File: src/rtl/if_stage.sv
// rtl/if_stage.sv - RV32I instruction fetch stage with IF/ID pipeline register
//
// Owns the PC, fetches one word at a time over a req/gnt/rvalid handshake
// (never more than one request outstanding), and presents the fetched
// instruction to decode through the IF/ID register. Handles stalls, flushes,
// redirects, and discards wrong-path responses that are still in flight.
//
// Ports:
//   clk, reset             clock (rising edge), asynchronous active-high reset
//   stall                  hold the IF/ID register
//   flush                  replace the IF/ID contents with a bubble
//   redirect, redirect_pc  branch/jump taken; target bits [1:0] are ignored
//   imem_req, imem_addr    fetch request and its address (the PC)
//   imem_gnt               memory accepted the request this cycle
//   imem_rvalid, imem_rdata  response valid and instruction word
//   id_valid, id_pc, id_inst  IF/ID register contents
//   id_pc_plus4            id_pc + 4, combinational, wraps at 2^32

module if_stage #(
    parameter logic [31:0] RESET_PC = 32'h0000_0000,
    parameter logic [31:0] NOP_INST = 32'h0000_0013
) (
    input  logic        clk,
    input  logic        reset,
    input  logic        stall,
    input  logic        flush,
    input  logic        redirect,
    input  logic [31:0] redirect_pc,
    output logic        imem_req,
    output logic [31:0] imem_addr,
    input  logic        imem_gnt,
    input  logic        imem_rvalid,
    input  logic [31:0] imem_rdata,
    output logic        id_valid,
    output logic [31:0] id_pc,
    output logic [31:0] id_inst,
    output logic [31:0] id_pc_plus4
);

    typedef enum logic [2:0] {
        S_IDLE,
        S_REQ,
        S_WAIT,
        S_HOLD,
        S_DRAIN
    } state_t;

    state_t      state_q, state_d;
    logic [31:0] pc_q, pc_d;
    logic [31:0] req_pc_q, req_pc_d;
    logic        buf_valid_q, buf_valid_d;
    logic [31:0] buf_inst_q, buf_inst_d;
    logic [31:0] buf_pc_q, buf_pc_d;
    logic        id_valid_q, id_valid_d;
    logic [31:0] id_pc_q, id_pc_d;
    logic [31:0] id_inst_q, id_inst_d;

    logic [31:0] redirect_tgt;
    logic        accept;
    logic        unused_rpc_lsbs;

    assign redirect_tgt    = {redirect_pc[31:2], 2'b00};
    assign unused_rpc_lsbs = ^redirect_pc[1:0];

    // Only a response to a right-path request, arriving while we are still
    // waiting for it and not being overtaken by a redirect, is kept.
    assign accept = (state_q == S_WAIT) && imem_rvalid && !redirect;

    always_comb begin
        state_d     = state_q;
        pc_d        = pc_q;
        req_pc_d    = req_pc_q;
        buf_valid_d = buf_valid_q;
        buf_inst_d  = buf_inst_q;
        buf_pc_d    = buf_pc_q;
        id_valid_d  = id_valid_q;
        id_pc_d     = id_pc_q;
        id_inst_d   = id_inst_q;

        case (state_q)
            S_IDLE: begin
                state_d = S_REQ;
            end
            S_REQ: begin
                if (redirect) begin
                    // A granted request is now wrong-path: drain its response.
                    state_d = imem_gnt ? S_DRAIN : S_REQ;
                end else if (imem_gnt) begin
                    pc_d     = pc_q + 32'd4;
                    req_pc_d = pc_q;
                    state_d  = S_WAIT;
                end
            end
            S_WAIT: begin
                if (redirect) begin
                    state_d = imem_rvalid ? S_REQ : S_DRAIN;
                end else if (imem_rvalid) begin
                    if (stall || flush) begin
                        // IF/ID cannot take it this cycle; park it.
                        buf_valid_d = 1'b1;
                        buf_inst_d  = imem_rdata;
                        buf_pc_d    = req_pc_q;
                        state_d     = S_HOLD;
                    end else begin
                        state_d = S_REQ;
                    end
                end
            end
            S_HOLD: begin
                if (redirect) begin
                    buf_valid_d = 1'b0;
                    state_d     = S_REQ;
                end else if (!stall && !flush) begin
                    state_d = S_REQ;
                end
            end
            S_DRAIN: begin
                if (imem_rvalid) begin
                    state_d = S_REQ;
                end
            end
            default: begin
                state_d = S_IDLE;
            end
        endcase

        if (redirect) begin
            pc_d = redirect_tgt;
        end

        if (flush) begin
            id_valid_d = 1'b0;
            id_inst_d  = NOP_INST;
        end else if (stall) begin
            id_valid_d = id_valid_q;
        end else if (buf_valid_q && !redirect) begin
            id_valid_d  = 1'b1;
            id_inst_d   = buf_inst_q;
            id_pc_d     = buf_pc_q;
            buf_valid_d = 1'b0;
        end else if (accept) begin
            id_valid_d = 1'b1;
            id_inst_d  = imem_rdata;
            id_pc_d    = req_pc_q;
        end else begin
            id_valid_d = 1'b0;
            id_inst_d  = NOP_INST;
        end
    end

    always_ff @(posedge clk or posedge reset) begin
        if (reset) begin
            state_q     <= S_IDLE;
            pc_q        <= RESET_PC;
            req_pc_q    <= 32'd0;
            buf_valid_q <= 1'b0;
            buf_inst_q  <= NOP_INST;
            buf_pc_q    <= 32'd0;
            id_valid_q  <= 1'b0;
            id_pc_q     <= 32'd0;
            id_inst_q   <= NOP_INST;
        end else begin
            state_q     <= state_d;
            pc_q        <= pc_d;
            req_pc_q    <= req_pc_d;
            buf_valid_q <= buf_valid_d;
            buf_inst_q  <= buf_inst_d;
            buf_pc_q    <= buf_pc_d;
            id_valid_q  <= id_valid_d;
            id_pc_q     <= id_pc_d;
            id_inst_q   <= id_inst_d;
        end
    end

    assign imem_req    = (state_q == S_REQ);
    assign imem_addr   = pc_q;
    assign id_valid    = id_valid_q;
    assign id_pc       = id_pc_q;
    assign id_inst     = id_inst_q;
    assign id_pc_plus4 = id_pc_q + 32'd4;

endmodule

File: config.mk
export PLATFORM = sky130hd
export DESIGN_NAME = if_stage
export DESIGN_NICKNAME = d
export VERILOG_FILES = /design/src/rtl/if_stage.sv
export SDC_FILE = /design/constraint.sdc
export NUM_CORES = 1
export LEC_CHECK = 0
export ABC_AREA = 1
export BUFFER_PORTS_ARGS = -buffer_cell sky130_fd_sc_hd__buf_2
export CAP_MARGIN = 5
export CORE_AREA = 5 5 140 195
export DETAILED_ROUTE_END_ITERATION = 8
export DIE_AREA = 0 0 145 200
export GPL_TIMING_DRIVEN = 0
export PLACE_DENSITY = 0.6
export SLEW_MARGIN = 20
export SYNTH_ARGS = -nofsm -noshare
export SYNTH_HDL_FRONTEND = slang
export SYNTH_SLANG_ARGS = --single-unit
File: constraint.sdc
create_clock -name clk -period 7.6 [get_ports clk]
set_input_delay 1.14 -clock clk [delete_from_list [all_inputs] [get_ports clk]]
set_output_delay 1.14 -clock clk [all_outputs]
set_load 0.05 [all_outputs]
==> impl_metrics.tcl <==
set metrics [dict create \
    layout-drive-gt1-share 0.187 \
    die_w_um 145 \
    cts_made_buffers 17 \
    sequentialPowerShare 0.368 \
    worstPathRequired_ns 6.46 \
    hold_buffers 0 \
    gp_congestion 0.891 \
    r2r_end "imem_addr[20]" \
    critPathArrivalTime_ns 2.39 \
    path_buf_inv 1 \
    p_clk_frac 0.200 \
    grt_max_degree 99 \
    place_hpwl_um 22100 \
    slowest_stage "nor3_1" \
    wl_per_cell_um 15.8 \
    antenna_found_initial 1 \
    viasPerCell 4.87 \
    synth.cell_area_um2 9660 \
    drt_wl_total_um 28800 \
    utilization 0.460 \
    layout_min_cycle_time_ns 3.53 \
    worst-slew-pin-transition_ns 0.676 \
    outcome "completed" \
    whs_ns 0.473 \
    hold_path_class "reg -> reg" \
    setup_violations 0 \
    rows 69 \
    regToRegStartpoint "imem_addr[3]" \
    min_from "buf_inst_q[1]" \
    p_leak_uw 0.00585 \
    whs_path_depth 2 \
    cts.path.max_buffers 2 \
    htreeDepth 4 \
    drc 0 \
    die_h_um 200 \
    first_global_vias 8664 \
    cap_violations 0 \
    num_vias 8877 \
    root_buffer "clkbuf_16" \
    hold_end "buf_inst_q[1]" \
    ys_types 35 \
    critPathMaxStageDelay_ns 0.50 \
    cp-start-kind "register" \
    ys_ff_latch 189 \
    final-max-slew-violation-count 0 \
    p_sw_frac 0.487 \
    ant_nets 0 \
    nNetsFinal 1563 \
    ys_seq_area_frac 0.490 \
    die_area_um2 29000 \
    insertion_delay_ns 0.43 \
    wl_met1_um 12500 \
    grt_pass1_wl_um 46000 \
    rsz0062_at_grt "false" \
    io_pins 201 \
    gr-usage-all-layers 0.196 \
    crit_fanout 5 \
    syn_to_final_growth_pct 20.4 \
    internal_power_uw 2260 \
    net-switching-power_uw 2150 \
    path_clk_slew_ns 0.08 \
    syn_avg_cell_area_um2 7.58 \
    combPwrFrac 0.433 \
    synth.area.top_cells "dfrtp_1 (47%), nand2_1 (18%), o21ai_0 (5.5%)" \
    relSlewSlack 0.549 \
    top_layer "met4" \
    crit_path_end_kind "output port" \
    yosys_warnings 0 \
    path_delay_family "simple AND/OR/NAND/NOR gates" \
    vdd_drop_max_mv 0.453 \
    clkSinkCount 189 \
    initial_core_util 0.382 \
    hold_violations 0 \
    io_buffers 191 \
    fin_worst_skew_ns 0.0107 \
    critical_path_class "reg -> out" \
    p_per_area_nw_per_um2 379 \
    critical_path.cell_chain "ha_1 > nand3_1 > nor3_1 > nand3_1 > xor2_1 > buf_2" \
    routed-wl-met2_um 14200 \
    fmax_mhz 283 \
    ctsResizeCount 0 \
    cts_setup_buffers 0 \
    cts_tree "done" \
    first_iter_violations 635 \
    rr_worst_depth 8 \
    netlist.area_leader.share 0.474 \
    r2r_setup_slack_ns 5.76 \
    drtPass1Iterations 5 \
    wl_met3_um 1370 \
    synth.largest_area_cell "dfrtp_1" \
    postSynthCellCount 1274 \
    grt_overflow_total 0 \
    coreArea_um2 25300 \
    path_common_cell "nand3_1" \
    fin_crit_sh 0.465 \
]
## flip-flops by register name, indices dropped and copies added, names as in the netlist
name         count
id_inst         32
imem_addr       30
state_q          3
buf_valid_q      1
id_pc           30
id_valid         1
buf_inst_q      32
req_pc_q        30
buf_pc_q        30
## cells by family after synthesis
kind of cell	count (synthesis)	share of synthesized area
compound gates	186	0.109
xor+xnor	33	0.0299
fa+ha+maj	2	0.00259
buf+inv	180	0.0814
flops	189	0.490
other cells	1	0.000388
simple gates	683	0.287
## tightest hold or removal path, stage by stage (launching register included)
cell and delay, ns:
dfstp_2 0.37, nand2_1 0.05, o21ai_1 0.05
## layer usage
layer,track usage,up-vias
met4,0.0733,0
li1,-,4478
met3,0.0395,44
met5,0,-
met2,0.330,245
met1,0.251,4110
## cells in the final DEF, fill, tap and decap left out, types with 4 or more instances in the layout
master / instances
a21oi_1: 8
xor2_1: 32
nand3_1: 74
nand4_1: 9
inv_6: 6
inv_1: 110
conb_1: 6
nor2_1: 106
dfstp_2: 6
o211ai_1: 35
o21ai_0: 106
nand2_1: 462
dfrtp_1: 183
buf_2: 208
nand3b_1: 4
o21ai_1: 25
clkbuf_16: 17
buf_4: 12
inv_2: 5
nor3_1: 16
clkbuf_1: 29
buf_6: 6
## stage by stage
step                      power, uW  setup TNS, ns  setup slack [ns]  instances  instance area (um^2)
after CTS                      4440              0              4.03       1822                 11600
after global placement         3530        -194.44             -1.09       1789                 11000
final                          4410              0              4.07       1823                 11600
after global routing           4680              0              3.90       1823                 11600
after detailed placement       3550              0              4.53       1790                 11100
after floorplan                3020              0              1.33       1279                  9680
## power by group through the flow
stage / Sequential [uW] / Clock (uW) / Combinational, uW
after floorplan: 2000 / 0 / 1010
after global placement: 1630 / 0 / 1900
final: 1620 / 880 / 1910
after CTS: 1620 / 895 / 1930
after detailed placement: 1630 / 0 / 1920
after global routing: 1670 / 938 / 2080
## worst max path at each step
stage / start / endpoint / slack (ns) / cells after the start
final: id_pc[2] / id_pc_plus4[18] / 4.07 / 6
after global routing: id_pc[2] / id_pc_plus4[18] / 3.90 / 6
after CTS: id_pc[2] / id_pc_plus4[26] / 4.03 / 6
after detailed placement: id_pc[2] / id_pc_plus4[26] / 4.53 / 6
after global placement: reset / id_pc[16] / -1.09 / 2
after floorplan: reset / buf_inst_q[10] / 1.33 / 1
## cell usage after synthesis, drive strengths merged
master / instances
clkbuf: 28
nor3b: 1
inv: 116
nand3b: 4
nor3: 16
a31oi: 2
nand4: 9
buf: 36
o31ai: 2
nand2: 464
a21oi: 8
o221ai: 1
ha: 2
o211a: 1
xnor2: 1
dfstp: 6
o21ai: 131
conb: 1
a22oi: 1
dfrtp: 183
o211ai: 35
o21bai: 3
nor2: 112
o21a: 2
nand3: 77
xor2: 32
## cell type report
type / instances / area [um^2]
inverter: 116 / 443
timing repair buffer: 192 / 983
antenna: 1 / 2.50
fill: 2592 / 13700
clock buffer: 18 / 429
tap: 319 / 399
multi-input combinational: 910 / 4160
sequential: 189 / 4740
buffer: 64 / 352
clock inverter: 14 / 133
No activity file was read; power rests on OpenSTA's default activity.
